`src/rtl/l1_l2_arbiter.sv`:
```
// rtl/l1_l2_arbiter.sv - arbitrates L1 I/D line misses onto a single L2 port
// One L2 transaction outstanding; request fields captured at grant, response routed back combinationally.
module l1_l2_arbiter #(
  parameter int ADDR_WIDTH     = 16,
  parameter int LINE_WIDTH     = 128,
  parameter int FIXED_PRIORITY = 0
) (
  input  logic                  clk,
  input  logic                  rst_n,
  input  logic                  i_read,
  input  logic [ADDR_WIDTH-1:0] i_address,
  output logic [LINE_WIDTH-1:0] i_rdata,
  output logic                  i_resp,
  input  logic                  d_read,
  input  logic                  d_write,
  input  logic [ADDR_WIDTH-1:0] d_address,
  input  logic [LINE_WIDTH-1:0] d_wdata,
  output logic [LINE_WIDTH-1:0] d_rdata,
  output logic                  d_resp,
  output logic [ADDR_WIDTH-1:0] l2_address,
  output logic [LINE_WIDTH-1:0] l2_wdata,
  output logic                  l2_read,
  output logic                  l2_write,
  input  logic [LINE_WIDTH-1:0] l2_rdata,
  input  logic                  l2_resp
);

  typedef enum logic [1:0] {IDLE, BUSY_I, BUSY_D, RELEASE} state_t;

  state_t state;
  logic   last_grant_d;
  logic   d_req;
  logic   grant_d;
  logic   fixed_d;

  assign fixed_d = (FIXED_PRIORITY != 0);
  assign d_req   = d_read | d_write;
  // D wins when alone, under fixed priority, or when I was served last.
  assign grant_d = d_req & (~i_read | fixed_d | ~last_grant_d);

  assign i_resp  = (state == BUSY_I) & l2_resp;
  assign d_resp  = (state == BUSY_D) & l2_resp;
  assign i_rdata = l2_rdata;
  assign d_rdata = l2_rdata;

  always_ff @(posedge clk or negedge rst_n) begin
    if (!rst_n) begin
      state        <= IDLE;
      last_grant_d <= 1'b1;
      l2_read      <= 1'b0;
      l2_write     <= 1'b0;
      l2_address   <= '0;
      l2_wdata     <= '0;
    end else begin
      case (state)
        IDLE: begin
          if (i_read | d_req) begin
            if (grant_d) begin
              state      <= BUSY_D;
              l2_address <= d_address;
              l2_wdata   <= d_wdata;
              // A simultaneous read and write is treated as a writeback.
              l2_write   <= d_write;
              l2_read    <= ~d_write;
            end else begin
              state      <= BUSY_I;
              l2_address <= i_address;
              l2_wdata   <= '0;
              l2_write   <= 1'b0;
              l2_read    <= 1'b1;
            end
          end
        end
        BUSY_I: begin
          if (l2_resp) begin
            l2_read      <= 1'b0;
            l2_write     <= 1'b0;
            last_grant_d <= 1'b0;
            state        <= RELEASE;
          end
        end
        BUSY_D: begin
          if (l2_resp) begin
            l2_read      <= 1'b0;
            l2_write     <= 1'b0;
            last_grant_d <= 1'b1;
            state        <= RELEASE;
          end
        end
        RELEASE: state <= IDLE;
        default: state <= IDLE;
      endcase
    end
  end

endmodule
```
`config.mk`:
```
export PLATFORM = sky130hd
export DESIGN_NAME = l1_l2_arbiter
export DESIGN_NICKNAME = d
export VERILOG_FILES = /design/src/rtl/l1_l2_arbiter.sv
export SDC_FILE = /design/constraint.sdc
export NUM_CORES = 1
export LEC_CHECK = 0
export CAP_MARGIN = 40
export CORE_AREA = 2 2 269 271
export CTS_CLUSTER_SIZE = 8
export DETAILED_ROUTE_END_ITERATION = 16
export DIE_AREA = 0 0 271 273
export PLACE_DENSITY = 0.44
export SLEW_MARGIN = 5
export SYNTH_ARGS = -nofsm -noshare
export SYNTH_HDL_FRONTEND = slang
export SYNTH_SLANG_ARGS = --single-unit
export TNS_END_PERCENT = 10
```
`constraint.sdc`:
```
create_clock -name clk -period 3.75 [get_ports clk]
set_input_delay 1.125 -clock clk [delete_from_list [all_inputs] [get_ports clk]]
set_output_delay 1.125 -clock clk [all_outputs]
set_load 0.03 [all_outputs]
```
==> impl_metrics.json, run 1 <==
{
  "status": "finished, final reports clean",
  "drc_errors": 0,
  "rows": 98,
  "synth_xor_area_frac": 0,
  "grt_setup_unrepaired": "no",
  "finalHoldViolCount": 0,
  "synth-adder-area-share": 0.007782,
  "worstPathArrival_ps": 2440,
  "dp_slack_ps": 177.6,
  "ys_ff_latch": 149,
  "die_w_um": 271,
  "fillCellCount": 8003,
  "vias": 5813,
  "power_frac_comb": 0.530,
  "pwr_density_cell_mw_per_mm2": 893.3,
  "slew_violations": 0,
  "drtIter0Drc": 184,
  "cp-start-kind": "primary input",
  "synth_simple_gate_area_frac": 0.1317,
  "grt_max_degree": 102,
  "fp.coreArea_mm2": 0.07100,
  "syn_area_mm2": 0.008039,
  "cts_resized": 0,
  "viasPerCell": 3.017,
  "ctsHoldBuffers": 0,
  "setup_ws_ps": 181.2,
  "port_buffers": 313,
  "cts.path.max_buffers": 2,
  "dieArea_mm2": 0.07398,
  "wl_per_cell_um": 13.46,
  "synth_mux_area_frac": 0.02661,
  "synth_compound_area_frac": 0.09790,
  "path_common_cell": "clkdlybuf4s50_1",
  "initial_core_util": 0.1132,
  "cts_root_buf": "clkbuf_16",
  "p_int_w": 0.005467,
  "antenna_found_initial": 1,
  "crit_type": "in -> out",
  "post-route-period-util": 0.9517,
  "post-dp-hpwl_mm": 19.16,
  "setup_viol": 0,
  "fmax_ghz": 0.2802,
  "cap_violations": 0,
  "cts.sinks": 149,
  "synth_cell_types": 24,
  "dpl_cell_area_mm2": 0.01047,
  "fin_nets": 1262,
  "gp_congestion": 0.7250,
  "numCtsBuffers": 17,
  "worstSetupEndpointType": "output pin",
  "grt_pass1_wl_mm": 38.90,
  "routed_wl_mm": 25.93,
  "drive_above_1_share": 0.06352,
  "yosysSeqAreaShare": 0.4640,
  "clk_latency_ps": 470,
  "m1WireLength_mm": 9.123,
  "dr_wl_met2_mm": 11.86,
  "irDropWorstVdd_v": 0.0003137,
  "ioPinCount": 698,
  "crit_fanout": 3,
  "cp.required_ps": 2620,
  "dr.pass1.iters": 6,
  "switchingPower_w": 0.004399,
  "post_cts_buffers": 0,
  "fin_setup_tns_ps": 0,
  "die_h_um": 273,
  "crit_path_max_incr_delay_ps": 670,
  "final_area_mm2": 0.01104,
  "synth_top_family_by_area": "buffers and inverters",
  "yosysTopAreaCell": "dfrtp_1",
  "relSlewSlack": 0.5868,
  "top_layer": "met5",
  "grt-ovfl-total": 0,
  "p_sw_frac": 0.4459,
  "tightest_slew_ps": 617.6,
  "synthCells": 911,
  "clkTransAtPathRegs_ps": 70,
  "grtUsageTotal": 0.07140,
  "syn2layout_area_growth_pct": 37.38,
  "leakage_nw": 4.531,
  "htree_levels": 4,
  "reg2reg_slack_ps": 1890,
  "cts_tree": "yes",
  "p_clk_frac": 0.177,
  "hold_path_class": "reg -> reg",
  "ant_nets": 0,
  "yosysTopAreaCellShare": 0.4607,
  "avgSynthCellArea_um2": 8.824,
  "wl_met3_mm": 3.075,
  "synth.area.top_cells": "dfrtp_1, buf_4, nand2_1, o21ai_0, o21ai_1",
  "crit_chain": "clkdlybuf4s50_1 > and2_1 > clkdlybuf4s50_1",
  "syn_nets": 1210,
  "skew_ps": 8.137,
  "power_frac_seq": 0.293,
  "ys_warn_count": 0,
  "crit_path_top_delay_cell": "clkdlybuf4s50_1",
  "period_minus_slack_ps": 3569,
  "first_global_vias": 6167
}
[cells in the final DEF (no fill, tap or decap)]
master	synthesis	final
clkdlybuf4s50_1	0	312
nand2_1	274	274
dfrtp_1	148	148
o21ai_0	94	94
o21ai_1	50	50
mux2i_1	18	18
clkbuf_16	0	17
buf_4	272	15
buf_12	0	8
ha_1	5	5
clkinvlp_4	0	4
clkinv_4	0	4
inv_6	0	4
inv_1	3	3
a21oi_1	3	3
mux2_2	3	3
diode_2	0	1
and2_1	1	1
o31ai_4	1	1
a2bb2oi_4	0	1
nor2_1	1	1
nor3_1	1	1
nor2b_1	1	1
a211oi_1	1	1
and3b_1	1	1
a21o_1	1	1
clkinv_2	0	1
bufinv_16	0	1
inv_8	0	1
buf_6	1	1
dfstp_2	1	1
[cell usage after synthesis]
library cell  count
o31ai_4           1
o21ai_1          50
buf_6             1
dfstp_2           1
buf_4           272
clkbuf_2          4
nor2b_1           1
buf_2             4
and3b_1           1
and2_1            1
o21ai_0          94
mux2i_1          18
nand2_1         274
ha_1              5
dfrtp_1         148
a21o_1            1
a211oi_1          1
a21oi_1           3
nor3_1            1
nor2_1            1
inv_1             3
clkbuf_1         22
mux2_2            3
a2bb2oi_2         1
[sequential cells by signal, summed over array words and instances, names as in the netlist]
signal and cells:
state 2, l2_address 16, last_grant_d 1, l2_wdata 128, l2_read 1, l2_write 1
[power by group through the flow]
stage,Combinational (W),Sequential (W),Clock [W]
after floorplan,0.00188,0.00445,0
after detailed placement,0.00533,0.00292,0
after global placement,0.00529,0.00289,0
after global routing,0.00566,0.00301,0.00194
after CTS,0.00533,0.00290,0.00189
final,0.00523,0.00289,0.00174
[cell families after synthesis]
family | after synthesis
DFF | 149
muxes | 21
adders and majority gates | 5
and+or+nand+nor | 279
AOI/OAI and AO/OA | 151
buffers and inverters | 306
[worst paths after layout]
path / startpoint / end / depth (start not counted)
max: l2_resp / d_resp / 3
max in group asynchronous: rst_n / l2_wdata[84]$_DFFE_PN0P_ / 2
min: l2_wdata[88]$_DFFE_PN0P_ / l2_wdata[88]$_DFFE_PN0P_ / 2
max reg2reg: state[0]$_DFFE_PN0P_ / l2_read$_DFFE_PN0P_ / 5
min in group asynchronous: rst_n / l2_wdata[40]$_DFFE_PN0P_ / 1
min reg2reg: l2_wdata[88]$_DFFE_PN0P_ / l2_wdata[88]$_DFFE_PN0P_ / 2
[worst max-delay path: cells and delay by family]
family / cells / cell delay, ps
and+or+nand+nor: 1 / 150
buffers and inverters: 2 / 1170
[metrics by stage]
stage	power, W	utilization	hold slack (ps)	instances
floorplan	0.006333	-	507.0	911
CTS	0.01013	0.1555	487.4	1926
global route	0.01061	0.1555	508.8	1926
finish	0.009866	0.1556	480.0	1927
detailed placement	0.008248	0.1475	470.4	1894
global placement	0.008180	0.1475	462.4	1894
[routing by layer]
layer  track usage  vias up
li1              -     2738
met1       0.06978     2562
met2        0.1102      391
met3       0.03972      118
met4       0.05787        4
met5       0.01155        -
[final cells by class]
| type | instances | area (µm²) | area share |
|---|---|---|---|
| Clock buffer | 17 | 425.4 | 0.03852 |
| Antenna cell | 1 | 2.502 | 0.0002266 |
| Timing Repair Buffer | 336 | 3407 | 0.3085 |
| Inverter | 3 | 11.26 | 0.001020 |
| Multi-Input combinational cell | 456 | 2133 | 0.1932 |
| Sequential cell | 149 | 3730 | 0.3377 |
| Tap cell | 950 | 1189 | 0.1076 |
| Clock inverter | 15 | 146.4 | 0.01325 |
Power figures use the tool's default switching activity.
==> run 2: changes to the inputs <==
--- a/config.mk
+++ b/config.mk
@@ -11,6 +11,7 @@
 export DETAILED_ROUTE_END_ITERATION = 16
 export DIE_AREA = 0 0 271 273
 export PLACE_DENSITY = 0.44
+export SKIP_LAST_GASP = 1
 export SLEW_MARGIN = 5
 export SYNTH_ARGS = -nofsm -noshare
 export SYNTH_HDL_FRONTEND = slang
==> results of run 2 <==
Final layout, timing and power as in run 1 (identical DEF).
